[src/rtl/imm_enc_if.sv]
// rtl/imm_enc_if.sv - request/result bundle for the immediate encoder
interface imm_enc_if;
   logic        in_valid;
   logic        in_ready;
   logic [2:0]  ImmSrc;
   logic [31:0] ImmIn;
   logic        out_valid;
   logic        out_ready;
   logic [24:0] Instr;
   logic [1:0]  ErrCode;
   logic [7:0]  ErrCount;

   modport master (
      output in_valid, ImmSrc, ImmIn, out_ready,
      input  in_ready, out_valid, Instr, ErrCode, ErrCount
   );

   modport slave (
      input  in_valid, ImmSrc, ImmIn, out_ready,
      output in_ready, out_valid, Instr, ErrCode, ErrCount
   );
endinterface

[src/rtl/imm_enc.sv]
// rtl/imm_enc.sv - two-stage RV32I immediate encoder with error flags
module imm_enc (
   input logic      clk,
   input logic      rst,
   imm_enc_if.slave bus
);
   localparam logic [1:0] ERR_OK    = 2'b00;
   localparam logic [1:0] ERR_RANGE = 2'b01;
   localparam logic [1:0] ERR_ALIGN = 2'b10;
   localparam logic [1:0] ERR_FMT   = 2'b11;

   logic        s1Valid;
   logic [2:0]  s1Src;
   logic [31:0] s1Imm;
   logic        s2Valid;
   logic [24:0] s2Instr;
   logic [1:0]  s2Err;
   logic [7:0]  errCnt;

   logic        s2Adv;
   logic        s1Adv;
   logic [24:0] encInstr;
   logic [1:0]  encErr;

   // Sign-extension checks: the listed upper bits must be all ones or all zeros
   logic rngIS;
   logic rngB;
   logic rngJ;
   assign rngIS = (&s1Imm[31:11]) | ~(|s1Imm[31:11]);
   assign rngB  = (&s1Imm[31:12]) | ~(|s1Imm[31:12]);
   assign rngJ  = (&s1Imm[31:20]) | ~(|s1Imm[31:20]);

   // S2 may load whenever it is empty or being drained this cycle
   assign s2Adv = !s2Valid || bus.out_ready;
   assign s1Adv = !s1Valid || s2Adv;

   assign bus.in_ready  = s1Adv;
   assign bus.out_valid = s2Valid;
   assign bus.Instr     = s2Instr;
   assign bus.ErrCode   = s2Err;
   assign bus.ErrCount  = errCnt;

   // Scatter immediate bits into instruction positions; errors keep the truncated mapping
   always_comb begin
      encInstr = '0;
      encErr   = ERR_OK;
      unique case (s1Src)
         3'b000: begin
            encInstr[24:13] = s1Imm[11:0];
            if (!rngIS) encErr = ERR_RANGE;
         end
         3'b001: begin
            encInstr[24:18] = s1Imm[11:5];
            encInstr[4:0]   = s1Imm[4:0];
            if (!rngIS) encErr = ERR_RANGE;
         end
         3'b010: begin
            encInstr[24:5] = s1Imm[31:12];
            if (|s1Imm[11:0]) encErr = ERR_ALIGN;
         end
         3'b101: begin
            encInstr[24]    = s1Imm[12];
            encInstr[23:18] = s1Imm[10:5];
            encInstr[4:1]   = s1Imm[4:1];
            encInstr[0]     = s1Imm[11];
            if (s1Imm[0])   encErr = ERR_ALIGN;
            else if (!rngB) encErr = ERR_RANGE;
         end
         3'b110: begin
            encInstr[24]    = s1Imm[20];
            encInstr[23:14] = s1Imm[10:1];
            encInstr[13]    = s1Imm[11];
            encInstr[12:5]  = s1Imm[19:12];
            if (s1Imm[0])   encErr = ERR_ALIGN;
            else if (!rngJ) encErr = ERR_RANGE;
         end
         default: begin
            encInstr = '0;
            encErr   = ERR_FMT;
         end
      endcase
   end

   // Two-stage pipeline; S2 holds its contents while stalled by out_ready
   always_ff @(posedge clk or posedge rst) begin
      if (rst) begin
         s1Valid <= 1'b0;
         s1Src   <= '0;
         s1Imm   <= '0;
         s2Valid <= 1'b0;
         s2Instr <= '0;
         s2Err   <= ERR_OK;
      end else begin
         if (s2Adv) begin
            s2Valid <= s1Valid;
            if (s1Valid) begin
               s2Instr <= encInstr;
               s2Err   <= encErr;
            end
         end
         if (s1Adv) begin
            s1Valid <= bus.in_valid;
            if (bus.in_valid) begin
               s1Src <= bus.ImmSrc;
               s1Imm <= bus.ImmIn;
            end
         end
      end
   end

   // Saturating count of delivered results that carry an error
   always_ff @(posedge clk or posedge rst) begin
      if (rst) begin
         errCnt <= '0;
      end else if (s2Valid && bus.out_ready && (s2Err != ERR_OK) && (errCnt != 8'hFF)) begin
         errCnt <= errCnt + 8'd1;
      end
   end
endmodule

[src/flat_wrapper.sv]
// flat-port wrapper written by rule: the top's interface ports become plain ports
module imm_enc_flat 
  (clk, rst, bus_in_valid, bus_ImmSrc, bus_ImmIn, bus_out_ready, bus_in_ready, bus_out_valid, bus_Instr, bus_ErrCode, bus_ErrCount);
  imm_enc_if bus_i ();
  input logic clk;
  input logic rst;
  input wire logic [$bits(bus_i.in_valid)-1:0] bus_in_valid;
  input wire logic [$bits(bus_i.ImmSrc)-1:0] bus_ImmSrc;
  input wire logic [$bits(bus_i.ImmIn)-1:0] bus_ImmIn;
  input wire logic [$bits(bus_i.out_ready)-1:0] bus_out_ready;
  output wire logic [$bits(bus_i.in_ready)-1:0] bus_in_ready;
  output wire logic [$bits(bus_i.out_valid)-1:0] bus_out_valid;
  output wire logic [$bits(bus_i.Instr)-1:0] bus_Instr;
  output wire logic [$bits(bus_i.ErrCode)-1:0] bus_ErrCode;
  output wire logic [$bits(bus_i.ErrCount)-1:0] bus_ErrCount;
  assign bus_i.in_valid = bus_in_valid;
  assign bus_i.ImmSrc = bus_ImmSrc;
  assign bus_i.ImmIn = bus_ImmIn;
  assign bus_i.out_ready = bus_out_ready;
  assign bus_in_ready = bus_i.in_ready;
  assign bus_out_valid = bus_i.out_valid;
  assign bus_Instr = bus_i.Instr;
  assign bus_ErrCode = bus_i.ErrCode;
  assign bus_ErrCount = bus_i.ErrCount;
  imm_enc u_core (.clk(clk), .rst(rst), .bus(bus_i));
endmodule
[config.mk]
export PLATFORM = sky130hd
export DESIGN_NAME = imm_enc_flat
export DESIGN_NICKNAME = d
export VERILOG_FILES = /design/src/rtl/imm_enc_if.sv /design/src/rtl/imm_enc.sv /design/src/flat_wrapper.sv
export SDC_FILE = /design/constraint.sdc
export NUM_CORES = 1
export LEC_CHECK = 0
export BUFFER_PORTS_ARGS = -buffer_cell sky130_fd_sc_hd__buf_2
export CAP_MARGIN = 15
export CORE_ASPECT_RATIO = 1.75
export CORE_UTILIZATION = 53
export CTS_CLUSTER_SIZE = 25
export DETAILED_ROUTE_END_ITERATION = 12
export PLACE_DENSITY = 0.83
export SLEW_MARGIN = 20
export SYNTH_ARGS = -nofsm -noshare
export SYNTH_HDL_FRONTEND = slang
export SYNTH_SLANG_ARGS = --single-unit
[constraint.sdc]
create_clock -name clk -period 3.3 [get_ports clk]
set_clock_uncertainty 0.05 [all_clocks]
set_input_delay 0.165 -clock clk [delete_from_list [all_inputs] [get_ports clk]]
set_output_delay 0.165 -clock clk [all_outputs]
set_load 0.1 [all_outputs]
==> flow_summary.toml, run 1 <==
[timing]
worst_slack_ns = 1.12
min_period_ns = 2.18
fmax_mhz = 459
hold_viol = 0
slew_violations = 0
max-slew-margin-rel_pct = 41.7
tightest_slew_ns = 0.874
final-setup-viol-count = 0
fin_crit_sh_pct = 66.0
rsz0062_at_grt = "false"
tns_ns = 0

[layout]
num_antenna_cells = 0
final_cell_area_sq_mm = 0.00418
instances_no_fill = 483
area_growth_syn_to_layout_pct = 27.0
drive_gt1_share_pct = 27.7
final_nets = 442
fin_util_pct = 70.6

[power]
pwr-share-clk_pct = 18.3
peakVddDrop_uv = 394
swShare_pct = 47.7
intPower_mw = 1.63
p_switching_mw = 1.49
p_leak_nw = 1.94
power_frac_seq_pct = 39.8
combPwrFrac_pct = 41.9
powerDensity_mw_per_mm2 = 744

[worst_setup_path]
startpoint = "u_core.s1Src[1]"
critPathBufInv = 0
critPathKind = "reg -> reg"
cp_slowest_stage_delay_ns = 0.68
arrival_ns = 2.42
crit_path_max_fanout = 27
end_kind = "register"
start_kind = "register"
crit_required_ns = 3.54
cpMaxStageDelayCell = "dfrtp_1"
cp_cell_sequence = "nor2b_1 > o211ai_2 > a2111oi_2 > a211o_1"
critPathTopFamily = "compound AO/OA/AOI/OAI gates"
rr_startpoint = "u_core.s1Src[1]"
r2r_slack_ns = 1.12

[detailed_routing]
final_antenna_net_count = 0
drc = 0
wl_per_cell_um = 14.7
first_pass_iters = 4
drtIter0Drc = 88
vias = 2637
via_per_inst = 5.46
totalWireLength_um = 7120

[place]
dp_slack_ns = 1.16
dpl.hpwl_um = 5080
place_congestion = 0.816
dp_cells = 436
dpl_cell_area_sq_mm = 0.00370
numPortBuffers = 75

[clock_network]
post_cts_resized = 0
cts_buffers = 9
clkLatencyLatePin_ns = 0.35
clk_path_buf_depth = 2
cts.sinks = 72
clockRootBuffer = "clkbuf_8"
cts_setup_buffers = 0
ctsHoldBuffers = 32
tritoncts = "built"
cts.clk_slew.worst_paths_ns = 0.06
htreeDepth = 3

[grt]
overflow = 0
antenna_found_initial = 0
grt_pass1_wl_um = 11800
grt_max_degree = 73
grt_usage_pct = 24.9
first_global_vias = 2625

[floorplanning]
die_height_um = 106
initial_core_util_pct = 55.6
rows = 37
die_x_um = 61.6
core_area_sq_mm = 0.00593
die-area_sq_mm = 0.00655
ioPinCount = 76

[min_path]
worstHoldPathType = "in -> reg"
min_from = "bus_ImmIn[12]"

[logic_synthesis]
synth_cells = 297
synth-edff-count = 0
syn-cell-area_sq_mm = 0.00329
synthTopCellsByArea = "dfrtp_1 (55%), mux2_1 (6.8%), mux2_2 (5.5%)"
synth-seq-cells = 72
yosysSeqAreaShare_pct = 54.7
synth_top_area_share_pct = 54.7
yosysTopAreaCell = "dfrtp_1"
yosysMostFrequentCell = "dfrtp_1"
async_reset_ff_share_pct = 100
ys_types = 40
ys_top_cells_by_count = "dfrtp_1 (72), nand2_1 (38), mux2_1 (20)"
syn-num-nets = 337
synth_warnings = 0
syn_avg_cell_area_sq_um = 11.1
synth_flop_cell = "dfrtp_1"

[outcome]
status = "completed"

[job]
max_cap_viol_count = 0
==> power groups by stage <==
stage / logic, mW / clock network [mW] / registers (mW)
after global placement: 1.26 / 0 / 1.24
final: 1.30 / 0.571 / 1.24
after global routing: 1.38 / 0.624 / 1.27
after detailed placement: 1.28 / 0 / 1.25
after floorplan: 0.360 / 0 / 1.93
after CTS: 1.31 / 0.587 / 1.24
==> through the flow <==
step	hold slack (ns)	power, mW
after floorplan	0.223	2.30
after global placement	0.324	2.50
after detailed placement	0.332	2.53
after CTS	0.00387	3.13
after global routing	0.00343	3.27
final	0.0127	3.11
==> logic make-up (layout without fill, tap and decap cells) <==
kind of cell | after synthesis | after routing | share of synthesized area [%]
DFF | 72 | 72 | 54.7
muxes | 42 | 42 | 14.1
adders and majority gates | 1 | 1 | 0.380
xor gates and xnor gates | 7 | 7 | 1.86
buffers and inverters | 19 | 127 | 2.96
AOI/OAI and AO/OA | 53 | 53 | 10.6
and+or+nand+nor | 103 | 103 | 15.4
==> worst reg2reg max path, cell delays in order (launching register included) <==
cell       delay (ns)
dfrtp_1          0.68
nor2b_1          0.68
o211ai_2         0.18
a2111oi_2        0.40
a211o_1          0.13
==> cell usage in the layout (no fill, tap or decap), types with 2 or more instances in the layout <==
cell type / synthesis / final
a22o_1: 6 / 6
buf_2: 6 / 75
nand2_1: 38 / 38
mux2_2: 16 / 16
nor3_1: 4 / 4
o211ai_1: 2 / 2
a31oi_1: 3 / 3
nand2b_1: 4 / 4
nor2_1: 14 / 14
xnor2_1: 5 / 5
nand3b_1: 2 / 2
clkbuf_8: 0 / 10
a21oi_1: 12 / 12
nand3_1: 12 / 12
nand4_1: 8 / 8
o21ai_1: 17 / 17
o21ai_0: 7 / 7
mux2i_1: 6 / 6
dlygate4sd3_1: 0 / 33
nor4_1: 7 / 7
buf_4: 3 / 3
clkbuf_1: 6 / 3
dfrtp_1: 72 / 72
xor2_1: 2 / 2
mux2_1: 20 / 20
nor2b_1: 8 / 8
==> layout make-up <==
cell class                      count  area (sq um)
Clock inverter                      1          5.00
Fill cell                         456          1740
Sequential cell                    72          1800
Multi-Input combinational cell    206          1400
Inverter                            2          7.51
Timing Repair Buffer              111           728
Tap cell                           78          97.6
Clock buffer                       13           149
==> layer usage <==
| layer | track usage (%) | vias to the layer above | wire (um) |
|---|---|---|---|
| met5 | 0 | - | 0 |
| met4 | 13.0 | 0 | 230 |
| met3 | 6.08 | 20 | 278 |
| met2 | 41.6 | 66 | 3820 |
| met1 | 28.3 | 1289 | 2790 |
| li1 | - | 1262 | - |
==> sequential cells by signal (all words and copies together) (netlist names) <==
| signal | count |
|---|---|
| u_core.bus.ErrCode | 2 |
| u_core.bus.Instr | 25 |
| u_core.bus.out_valid | 1 |
| u_core.s1Src | 3 |
| u_core.bus.ErrCount | 8 |
| u_core.s1Imm | 32 |
| u_core.s1Valid | 1 |
==> path summary, 6_finish.rpt <==
path | end | depth (start not counted)
worst max-delay path | u_core.bus.ErrCode[0] | 4
worst min-delay path | u_core.s1Imm[12] | 2
worst max register to register | u_core.bus.ErrCode[0] | 4
worst min register to register | u_core.bus.Instr[4] | 2
max in group asynchronous | u_core.s1Imm[1] | 3
min in group asynchronous | u_core.s1Imm[15] | 3
No activity file was read; power rests on OpenSTA's default activity.
==> run 2, diff against run 1 <==
clock period = 2.2 ns   (was 3.3 ns; I/O delays follow)
==> flow_summary.toml, run 2 (synthesized netlist as in run 1, its figures left out) <==
[worst_setup_path]
start_kind = "register"
arrival_ns = 2.06
r2r_end = "u_core.bus.ErrCode[0]"
critPathBufInv = 0
crit_required_ns = 2.45
critPathTopFamily = "compound AO/OA/AOI/OAI gates"
rr_worst_depth = 4
r2r_slack_ns = 0.40
rr_startpoint = "u_core.s1Src[1]"
cp_cell_sequence = "nor2b_1 > o21ai_1 > a2111oi_2 > a211o_1"
critPathKind = "reg -> reg"
cp_slowest_stage_delay_ns = 0.55
cp.depth = 4
cpMaxStageDelayCell = "dfrtp_1"
end_kind = "register"
crit_path_max_fanout = 13

[timing]
hold_ws_ns = 0.0217
fmax_mhz = 554
max-slew-margin-rel_pct = 60.6
rsz0062_at_grt = "false"
tightest_slew_ns = 0.590
hold_viol = 0
tns_ns = 0
min_period_ns = 1.80
fin_crit_sh_pct = 82.0
final-setup-viol-count = 0
slew_violations = 0

[layout]
area_growth_syn_to_layout_pct = 30.9
final_common_cell = "buf_2"
final_cell_area_sq_mm = 0.00431
final_nets = 450
regMostFlops = "u_core.s1Imm"
largest_reg_flops = 32
instances_no_fill = 492
drive_gt1_share_pct = 29.5
num_antenna_cells = 0
layout_common_cells = "buf_2 (75), dfrtp_1 (71), nand2_1 (38), dlygate4sd3_1 (37), mux2_1 (18)"

[floorplanning]
die_x_um = 61.6
ioPinCount = 76
core_area_sq_mm = 0.00593
die_height_um = 106
initial_core_util_pct = 55.6
rows = 37
die-area_sq_mm = 0.00655

[detailed_routing]
first_pass_iters = 4
final_antenna_net_count = 0
totalWireLength_um = 7440
drc = 0
via_per_inst = 5.36
drtIter0Drc = 97
wl_per_cell_um = 15.1
vias = 2635

[grt]
grt.busiest_layer = "met2"
grtUsageMet2_pct = 43.3
grt_pass1_wl_um = 12000
overflow = 0
grt.met3_usage_pct = 6.93
grt_usage_pct = 25.7
antenna_found_initial = 0
first_global_vias = 2632
grt_use_met1_pct = 27.5
grt_max_degree = 36

[outcome]
status = "completed"

[power]
p_leak_nw = 2.01
swShare_pct = 46.9
peakVddDrop_uv = 697
intPower_mw = 2.58
p_switching_mw = 2.28
power_frac_seq_pct = 37.9
powerDensity_mw_per_mm2 = 1130
pwr-share-clk_pct = 20.8
combPwrFrac_pct = 41.3

[place]
dpl.hpwl_um = 5200
numPortBuffers = 75
place_congestion = 0.864
dp_cells = 440
dpl_cell_area_sq_mm = 0.00376

[clock_network]
htreeDepth = 3
cts.clk_slew.worst_paths_ns = 0.07
clk_path_buf_depth = 2
cts.sinks = 72
tritoncts = "built"
cts_buffers = 9
clockRootBuffer = "clkbuf_8"
clkLatencyLatePin_ns = 0.35
cts_setup_buffers = 0

[min_path]
hold_path_end = "u_core.bus.out_valid"
min_from = "bus_out_ready"
worstHoldPathType = "in -> reg"
hold_depth = 3

[job]
max_cap_viol_count = 0
-- run 2: changes by cell type in the layout (fill, tap and decap cells not counted), sizes merged --
cell         before  now
buf              78   82
dlygate4sd3      33   37
clkbuf           13   11
clkinv            1    3
bufinv            0    1
-- run 2: worst max-delay path by stage --
stage,endpoint,from
floorplan,u_core.s1Imm[31],u_core.bus.out_valid
global placement,u_core.bus.ErrCode[0],u_core.s1Src[1]
detailed placement,u_core.bus.ErrCode[0],u_core.s1Src[1]
CTS,u_core.bus.ErrCode[0],u_core.s1Src[1]
global route,u_core.bus.ErrCode[0],u_core.s1Src[1]
finish,u_core.bus.ErrCode[0],u_core.s1Src[1]
-- run 2: stage by stage --
step           utilization, %  total power, mW  setup WS [ns]
3_5_place_dp             63.4             3.82          0.415
5_1_grt                  72.8             5.07          0.245
3_3_place_gp             63.4             3.78          0.491
4_1_cts                  72.8             4.88          0.413
6_report                 72.8             4.86          0.395
2_1_floorplan               -             3.46         -0.487
-- run 2: final cells by class --
| class | count | area (sq um) |
|---|---|---|
| sequential | 72 | 1800 |
| fill | 463 | 1610 |
| clock buffer | 11 | 141 |
| clock inverter | 4 | 45.0 |
| multi-input combinational | 206 | 1410 |
| inverter | 2 | 7.51 |
| timing repair buffer | 119 | 811 |
| tap | 78 | 97.6 |
-- run 2: timing repair --
item	4_1_cts	5_1_grt
hold endpoints to repair	61	0
hold buffers	37	0
gates resized for setup	0	0
-- run 2: power by group through the flow --
stage | combinational [mW] | sequential (mW) | clock (mW)
after floorplan | 0.553 | 2.90 | 0
after global placement | 1.93 | 1.85 | 0
after detailed placement | 1.96 | 1.86 | 0
after CTS | 2.01 | 1.84 | 1.03
after global routing | 2.11 | 1.87 | 1.08
final | 2.01 | 1.84 | 1.01
-- run 2: routing by layer --
layer	vias to the layer above	routed length, um
met5	-	0
li1	1281	-
met4	0	269
met2	72	4160
met1	1260	2760
met3	22	256
-- run 2: worst register-to-register path: cells and delay by family, from the launching register on --
family / cells / cell delay, ns
simple gates: 1 / 0.51
compound gates: 3 / 0.64
flops: 1 / 0.55
==> run 3, diff against run 2 <==
ABC_AREA = 1   (was not set)
CORE_UTILIZATION = 48   (was 53)
PLACE_DENSITY = 0.79   (was 0.83)
clock period = 1.5 ns   (was 2.2 ns; I/O delays follow)
==> flow_summary.toml, run 3 <==
[logic_synthesis]
yosysTopAreaCell = "dfrtp_1"
synth-edff-count = 0
synth-seq-cells = 72
syn-cell-area_sq_mm = 0.00327
syn-num-nets = 409
synthTopCellsByArea = "dfrtp_1 (55%), nand2_1 (12%), mux2_2 (6.9%)"
synth_warnings = 0
synth_top_area_share_pct = 55.0
async_reset_ff_share_pct = 100
ys_types = 28
syn_avg_cell_area_sq_um = 8.87
synth_flop_cell = "dfrtp_1"
synth_cells = 369
yosysMostFrequentCell = "nand2_1"
yosysSeqAreaShare_pct = 55.0
ys_top_cells_by_count = "nand2_1 (107), dfrtp_1 (72), nor2_1 (44)"

[worst_setup_path]
end_kind = "register"
crit_path_max_fanout = 7
cp_slowest_stage_delay_ns = 0.50
worst_path_most_repeated_cell = "nand3_2"
cp_cell_sequence = "ha_4 > nand3_2 > nor2_2 > nand3_2 > nand2_4 > nor2_4 > nand2_2 > xnor2_1"
cpMaxStageDelayCell = "dfrtp_4"
start_kind = "register"
crit_required_ns = 1.67
critPathKind = "reg -> reg"
arrival_ns = 1.62

[detailed_routing]
first_pass_iters = 4
totalWireLength_um = 8920
wl_per_cell_um = 15.4
drc = 0
vias = 2937
via_per_inst = 5.06
final_antenna_net_count = 0
drtIter0Drc = 156

[grt]
grt_max_degree = 73
grt_usage_pct = 27.3
antenna_found_initial = 0
first_global_vias = 3038
grt_pass1_wl_um = 14300
overflow = 0

[layout]
layout_common_cells = "nand2_1 (106), buf_2 (74), dfrtp_1 (61), nor2_1 (42), dlygate4sd3_1 (36)"
final_nets = 533
drive_gt1_share_pct = 33.7
fin_util_pct = 71.6
final_common_cell = "nand2_1"
num_antenna_cells = 0
largest_reg_flops = 32
regMostFlops = "u_core.s1Imm"
fillers = 488
area_growth_syn_to_layout_pct = 42.9

[floorplanning]
initial_core_util_pct = 50.1
ioPinCount = 76
die_x_um = 64.4
core_area_sq_mm = 0.00654
die_height_um = 111
rows = 39
die-area_sq_mm = 0.00717

[clock_network]
clk_path_buf_depth = 2
clkLatencyLatePin_ns = 0.34
clockRootBuffer = "clkbuf_16"
cts_setup_buffers = 0
cts_buffers = 9
cts.sinks = 72
cts.clk_slew.worst_paths_ns = 0.06
htreeDepth = 3
tritoncts = "built"

[timing]
final-setup-viol-count = 0
hold_ws_ns = 0.0229
max-slew-margin-rel_pct = 66.3
min_period_ns = 1.46
fin_crit_sh_pct = 97.0
tns_ns = 0
fmax_mhz = 687
slew_violations = 0
tightest_slew_ns = 0.509
hold_viol = 0
rsz0062_at_grt = "true"

[place]
place_congestion = 0.940
dpl.hpwl_um = 6020
numPortBuffers = 75

[min_path]
worstHoldPathType = "in -> reg"

[power]
powerDensity_mw_per_mm2 = 1790
peakVddDrop_uv = 1170
p_leak_nw = 2.35
totalPowerFinal_mw = 8.39

[job]
max_cap_viol_count = 0

[outcome]
status = "completed"
==> run 3: changes by cell type after synthesis, moves of 8 or more <==
cell and delta:
nand2_1 +69, nor2_1 +30, inv_1 +25, mux2_1 -20, o21ai_0 +16, o21ai_1 -14, nor2b_1 -8
==> run 3: where the power goes <==
part | total (mW) | switching (mW) | internal, mW
clock | 2.02 | 0.772 | 1.25
combinational | 3.61 | 2.83 | 0.778
sequential | 2.77 | 0.381 | 2.39
==> run 3: per-layer routing <==
| layer | GRT usage, % | vias to the layer above | part of all wire (%) |
|---|---|---|---|
| met1 | 29.3 | 1373 | 37 |
| met5 | 0 | - | 0 |
| li1 | - | 1431 | - |
| met4 | 15.4 | 0 | 4.0 |
| met2 | 48.2 | 103 | 55 |
| met3 | 5.45 | 30 | 4.0 |
==> run 3: path summary, 6_finish.rpt <==
check                                       startpoint                      to  slack, ns  cells after the start
max in group asynchronous                          rst  u_core.bus.ErrCount[0]       0.74                      4
worst max-delay path            u_core.bus.ErrCount[1]  u_core.bus.ErrCount[4]       0.04                      8
worst min register to register    u_core.bus.Instr[13]    u_core.bus.Instr[13]       0.42                      2
worst max register to register  u_core.bus.ErrCount[1]  u_core.bus.ErrCount[4]       0.04                      8
min in group asynchronous                          rst   u_core.bus.ErrCode[1]       0.35                      4
worst min-delay path                     bus_out_ready    u_core.bus.out_valid       0.02                      4
==> run 3: kinds of logic after synthesis <==
group	count (synthesis)	synth area share [%]
xor gates and xnor gates	7	1.87
and+or+nand+nor	179	22.5
adders and majority gates	1	0.382
buffers and inverters	40	5.35
AOI/OAI and AO/OA	50	7.99
muxes	20	6.88
DFF	72	55.0
==> run 3: critical path: cells and delay by family, from the launching register on <==
family,cells,cell delay (ns)
xor gates and xnor gates,1,0.12
and+or+nand+nor,6,0.48
DFF,1,0.50
adders and majority gates,1,0.17
==> run 3: area by class of cell <==
type / instances / area [sq um] / area share [%]
Timing Repair Buffer: 124 / 873 / 18.7
Clock buffer: 13 / 270 / 5.78
Tap cell: 82 / 103 / 2.19
Sequential cell: 72 / 1820 / 39.0
Multi-Input combinational cell: 257 / 1480 / 31.6
Inverter: 29 / 118 / 2.51
Clock inverter: 3 / 15.0 / 0.321
==> run 3: what timing repair did <==
item | CTS | global route
hold buffers | 36 | 0
endpoints found under the hold margin | 107 | 0
gates resized for setup | 2 | 6
gates cloned | 0 | 0
pin swaps | 0 | 1
setup endpoints to repair | 1 | 6
==> run 3: per-stage QoR <==
step	worst slack [ns]	area (sq um)	cells
2_1_floorplan	-0.418	3490	369
3_3_place_gp	0.0577	4000	528
3_5_place_dp	-0.00574	4000	528
4_1_cts	0.00440	4660	580
5_1_grt	-0.00462	4680	580
6_report	0.0448	4680	580
